[src/rtl/rd_ptr_empty_ctrl.sv]
// Read-domain pointer and flag controller for an async FIFO: synchronises the
// write Gray pointer into r_clk and keeps the read pointer, empty, almost-empty, level and underflow.
module rd_ptr_empty_ctrl #(
  parameter int unsigned ADDR_SIZE   = 4,
  parameter int unsigned SYNC_STAGES = 2,
  parameter int unsigned AE_THRESH   = 2
) (
  input  logic                 r_clk,
  input  logic                 r_rst,
  input  logic [ADDR_SIZE:0]   w_ptr_gray,
  input  logic                 r_en,
  input  logic                 r_underflow_clr,
  output logic [ADDR_SIZE-1:0] r_addr,
  output logic [ADDR_SIZE:0]   r_ptr_gray,
  output logic                 r_empty,
  output logic                 r_almost_empty,
  output logic [ADDR_SIZE:0]   r_level,
  output logic                 r_underflow
);

  localparam int unsigned PW = ADDR_SIZE + 1;

  logic [PW-1:0] sync_q [SYNC_STAGES];
  logic [PW-1:0] wq;
  logic [PW-1:0] wq_bin;
  logic [PW-1:0] r_ptr_bin;
  logic [PW-1:0] ptr_bin_next;
  logic [PW-1:0] ptr_gray_next;
  logic [PW-1:0] level_next;
  logic          rd_ok;

  // Plain flop chain for the clock-domain crossing; nothing between stages.
  always_ff @(posedge r_clk or negedge r_rst) begin
    if (!r_rst) begin
      for (int i = 0; i < int'(SYNC_STAGES); i++) sync_q[i] <= '0;
    end else begin
      sync_q[0] <= w_ptr_gray;
      for (int i = 1; i < int'(SYNC_STAGES); i++) sync_q[i] <= sync_q[i-1];
    end
  end

  assign wq = sync_q[SYNC_STAGES-1];

  // Gray to binary: each bit is the XOR of all Gray bits at or above it.
  always_comb begin
    wq_bin = '0;
    for (int i = 0; i < int'(PW); i++) wq_bin[i] = ^(wq >> i);
  end

  assign rd_ok         = r_en & ~r_empty;
  assign ptr_bin_next  = r_ptr_bin + PW'(rd_ok);
  assign ptr_gray_next = ptr_bin_next ^ (ptr_bin_next >> 1);
  assign level_next    = wq_bin - ptr_bin_next;
  assign r_addr        = r_ptr_bin[ADDR_SIZE-1:0];

  // Flags come from the next-state pointer so they are exact after the edge.
  always_ff @(posedge r_clk or negedge r_rst) begin
    if (!r_rst) begin
      r_ptr_bin      <= '0;
      r_ptr_gray     <= '0;
      r_empty        <= 1'b1;
      r_almost_empty <= 1'b1;
      r_level        <= '0;
      r_underflow    <= 1'b0;
    end else begin
      r_ptr_bin      <= ptr_bin_next;
      r_ptr_gray     <= ptr_gray_next;
      r_empty        <= (ptr_gray_next == wq);
      r_almost_empty <= (level_next <= PW'(AE_THRESH));
      r_level        <= level_next;
      r_underflow    <= (r_en & r_empty) | (r_underflow & ~r_underflow_clr);
    end
  end

endmodule

[config.mk]
export PLATFORM = sky130hd
export DESIGN_NAME = rd_ptr_empty_ctrl
export DESIGN_NICKNAME = d
export VERILOG_FILES = /design/src/rtl/rd_ptr_empty_ctrl.sv
export SDC_FILE = /design/constraint.sdc
export NUM_CORES = 1
export LEC_CHECK = 0
export ABC_AREA = 1
export BUFFER_PORTS_ARGS = -buffer_cell sky130_fd_sc_hd__buf_2
export CAP_MARGIN = 20
export CORE_ASPECT_RATIO = 0.7
export CORE_UTILIZATION = 56
export CTS_CLUSTER_SIZE = 12
export DETAILED_ROUTE_END_ITERATION = 10
export HOLD_SLACK_MARGIN = 0.06
export PLACE_DENSITY = 0.92
export SLEW_MARGIN = 5
export SYNTH_ARGS = -nofsm -noshare
export SYNTH_HDL_FRONTEND = slang
export SYNTH_SLANG_ARGS = --single-unit
[constraint.sdc]
create_clock -name r_clk -period 5.3 [get_ports r_clk]
set_input_delay 0 -clock r_clk [delete_from_list [all_inputs] [get_ports r_clk]]
set_output_delay 0 -clock r_clk [all_outputs]
set_load 0.02 [all_outputs]
# --- After elaboration in Yosys (flattened, before gate mapping) ---
# Cells that the tools add are included.
totals:
  elab_cells: 24
  ff_bits: 28
  out_inout_bits: 17
op_classes:
  reduce_logical: 5
  addsub: 2
  bitwise_logic: 7
  eq_ne: 1
  magnitude_cmp: 1
op_table:
  columns: ["cell", "count"]
  rows:
  - ["$reduce_xor A5 Y1", 5]
  - ["$add A5 B1 Y5", 1]
  - ["$eq A5 B5 Y1", 1]
  - ["$le A5 B2 Y1 const B", 1]
  - ["$sub A5 B5 Y5", 1]
  - ["$xor A5 B4 Y5", 1]
  - ["$and A1 B1 Y1", 3]
  - ["$not A1 Y1", 2]
  - ["$or A1 B1 Y1", 1]

# --- Longest topological paths before layout ---
depth:
  depth_word: 5
  depth_mapped: 16
  depth_no_buf: 16

# --- Worst setup path after synthesis ---
# No wires, ideal clock.
synth_timing:
  path_kind: "flip-flop to flip-flop"
  start: "register r_empty"
  end: "register r_almost_empty"
  n_path_buf: 0
  setup_time_ns: 0.067
  setup_slack_ns: 3.145
  path_stages_with_launch: 13
  t_arrival_ns: 2.088
  path_cell_list: "dfstp_2 > nor2_1 > ha_1 > ha_1 > xnor2_1 > ha_1 > nand3_1 > nand2_1 > inv_1 > nand2_1 > nand2_1 > nand3_1 > nor2_1"
synth_between:
  elab_chain_len: 5
synth_rtl:
  columns: ["element", "line", "source"]
  rows:
  - ["start: declaration", "15", "output logic r_empty,"]
  - ["start signal: assignment", "68", "r_empty <= (ptr_gray_next == wq);"]
  - ["$not A1 Y1", "50", "assign rd_ok = r_en & ~r_empty;"]
  - ["$and A1 B1 Y1", "50", null]
  - ["$add A5 B1 Y5", "51", "assign ptr_bin_next = r_ptr_bin + PW'(rd_ok);"]
  - ["$sub A5 B5 Y5", "53", "assign level_next = wq_bin - ptr_bin_next;"]
  - ["$le A5 B2 Y1", "69", "r_almost_empty <= (level_next <= PW'(AE_THRESH));"]
  - ["end signal: assignment", "69", null]
  - ["end: declaration", "16", "output logic r_almost_empty,"]
# Every way passes these cells.

# --- Worst setup path after layout ---
layout_timing:
  start: "register r_empty"
  end: "register r_almost_empty"
layout_between:
  elab_chain_len: 5
layout_rtl:
  columns: ["element", "line", "source"]
  rows:
  - ["$not A1 Y1", "50", null]
  - ["$and A1 B1 Y1", "50", null]
  - ["$add A5 B1 Y5", "51", null]
  - ["net ptr_bin_next[1]", "27", "logic [PW-1:0] ptr_bin_next;"]
  - ["$sub A5 B5 Y5", "53", null]
  - ["net level_next[4]", "29", "logic [PW-1:0] level_next;"]
  - ["$le A5 B2 Y1", "69", null]
# The timed path passes the listed nets, and every way through them passes these cells.

==> impl_results.md <==
- Status: finished, violations left
- Violated checks: DRC
- Min-Delay Endpoint: r_ptr_bin[0]
- Fill cells: 157
- Slew @ Worst Pin: 0.574 ns
- Reg area: 678 sq um
- Die H: 41.2 microns
- Util after Layout: 0.762
- Gate power share: 0.569
- Pleak: 0.843 nW
- Largest net degree at the start of global routing: 28
- Multi-input logic area: 477 sq um
- Hold path depth: 4
- Max Cap Viol: 0
- Mapped Cells: 133
- Fin crit share: 0.442
- DRT iter0 DRCs: 28
- Clk slew on worst S/H paths: 0.14 ns
- Mapped Area: 1230 sq um
- Syn nets: 147
- Reg2reg start: r_empty
- Total gr overflow: 0
- Share of the synthesized area in the top cell type: 0.510
- Critical Path AT: 2.62 ns
- Area leader, netlist: dfrtp_1
- Post-synthesis sequential area ratio: 0.553
- Initial antenna violation count: 0
- CP endpoint kind: register
- N_diodes: 0
- H-tree lvl count: 1
- # IOs: 26
- Pwr dens: 628 nW/um^2
- # rows: 13
- Clock Skew: 0.0131 ns
- Initial Util: 0.628
- Max-slew headroom: 0.617
- Gr usage total: 0.221
- Fmax: 426 MHz
- CTS Buffer Depth: 2
- Sw frac: 0.465
- Hold Crit Class: primary input to register
- Final WL: 2280 microns
- Critical path class: register to register
- Seq pwr share: 0.341
- #FFs+latches synth: 27
- Via count of the first global-routing pass: 806
- Final #Nets: 185
- Die Span X: 57.9 microns
- Final Setup Violations: 0
- Setup TNS: 0 ns
- Placeable Area: 1950 sq um
- R2R setup slack: 2.96 ns
- Critical path launch point type: register
- Synth top area cells: dfrtp_1 51%, nand2_1 13%, xor2_1 7.1%
- Post-DP HPWL: 1720 microns
- RSZ-0062 raised after global routing: no
- DR pass1 iterations: 7
- TritonCTS Buffers: 3
- Port bufs: 25
- Drt via density: 4.89
- Clk sink count: 27
- Internal: 500 uW
- First-pass GRT wire length: 3570 microns
- Switch Pwr: 434 uW
- Gpl congestion: 0.804
- Tmin final: 2.34 ns
- Clock share of power: 0.090
- Hold Crit Start: r_en
- Fin. Hold Viols: 0
- Total power: 934 uW
- Remaining DRCs: 2
- Full die area: 2380 sq um
- CP required: 5.57 ns
- Latest clock arrival within the worst-skew pair: 0.32 ns
- Worst VDD drop: 0.000296 V
- WL/cell: 11.9 microns
- CTS root buffer: clkbuf_4
- Vias: 939
- Syn_area_per_cell: 9.22 sq um
- Layout cells sized above 1: 0.194
- Worst r2r path cells: 15
- Synth cell types: 15
- Crit Path Max Fanout: 4
- YS warnings: 0
- Reg-to-reg endpoint: r_almost_empty
- Routed Antenna Nets: 0
- P&R area growth vs syn: 21.2%
- Slew Viols, Final: 0
- CTS tree: yes
area by class of cell:
type	count	area share
Inverter	19	0.0480
Tap cell	22	0.0185
Timing Repair Buffer	33	0.138
Clock buffer	3	0.0152
Multi-Input combinational cell	87	0.321
Sequential cell	27	0.456
Clock inverter	1	0.00337
metrics by stage:
step                      setup slack [ns]  cell area, sq um  std cells  hold WS [ns]
after CTS                             2.95              1490        192         0.144
after global routing                  2.78              1490        192         0.182
final                                 2.96              1490        192         0.154
after detailed placement              2.98              1380        180        0.0241
after floorplan                       3.15              1230        133        -0.296
after global placement                3.04              1380        180        0.0167
power groups by stage:
stage / Sequential, mW / Combinational (mW) / Clock [mW]
floorplan: 0.403 / 0.298 / 0
global placement: 0.318 / 0.508 / 0
detailed placement: 0.323 / 0.519 / 0
CTS: 0.319 / 0.530 / 0.0871
global route: 0.328 / 0.599 / 0.0956
finish: 0.318 / 0.531 / 0.0844
repair_timing:
action	4_1_cts	5_1_grt
endpoints found under the setup margin	0	0
hold buffers	8	0
gates resized for setup	0	0
setup buffers	0	0
endpoints found under the hold margin	33	0
Yosys cell counts:
master,instances
nor2_1,8
nand3_1,14
nand3b_1,1
a21oi_1,1
dfrtp_1,25
inv_1,19
xnor2_1,1
dfstp_2,2
nand2_1,43
xnor2_2,1
ha_1,5
o21ai_0,1
xor2_2,1
nand4_1,1
xor2_1,10
flip-flops by register name, summed over array words and instances (netlist names):
signal          count
r_almost_empty      1
r_empty             1
r_level             5
r_ptr_bin           5
r_ptr_gray          4
r_underflow         1
sync_q              5
wq                  5
cell families after synthesis:
| group | share of synthesized area |
|---|---|
| and+or+nand+nor | 0.224 |
| DFF | 0.553 |
| buffers and inverters | 0.0582 |
| xor gates and xnor gates | 0.105 |
| adders and majority gates | 0.0510 |
| AOI/OAI and AO/OA | 0.00816 |
worst max-delay path by stage:
stage          startpoint        endpoint  slack, ns
2_1_floorplan     r_empty  r_almost_empty       3.15
3_3_place_gp      r_empty  r_almost_empty       3.04
3_5_place_dp      r_empty  r_almost_empty       2.98
4_1_cts           r_empty  r_almost_empty       2.95
5_1_grt           r_empty  r_almost_empty       2.78
6_report          r_empty  r_almost_empty       2.96
routing by layer:
layer	part of all wire	GRT usage
met4	0.016	0.101
met1	0.46	0.256
met2	0.48	0.397
met3	0.048	0.0662
met5	0	0
cells in the final DEF, fill, tap and decap left out, drive strengths merged:
cell         Yosys  layout
clkinv           0       1
xor2            11      11
o21ai            1       1
ha               5       5
dfstp            2       2
inv             19      19
nand3           14      14
nand3b           1       1
dfrtp           25      25
buf              0      25
a21oi            1       1
dlygate4sd3      0       8
nor2             8       8
clkbuf           0       3
nand4            1       1
xnor2            2       2
nand2           43      43
worst max-delay path: stages (launching register included):
cell and delay, ns:
dfstp_2 0.57, nor2_1 0.05, ha_1 0.21, ha_1 0.36, inv_1 0.13, nand2_1 0.11
nand2_1 0.07, inv_1 0.04, ha_1 0.18, inv_1 0.06, nand2_1 0.07, nand3_1 0.13
nand2_1 0.07, nand2_1 0.06, nand2_1 0.08, nor2_1 0.11
(Power assumes the default switching activity.)
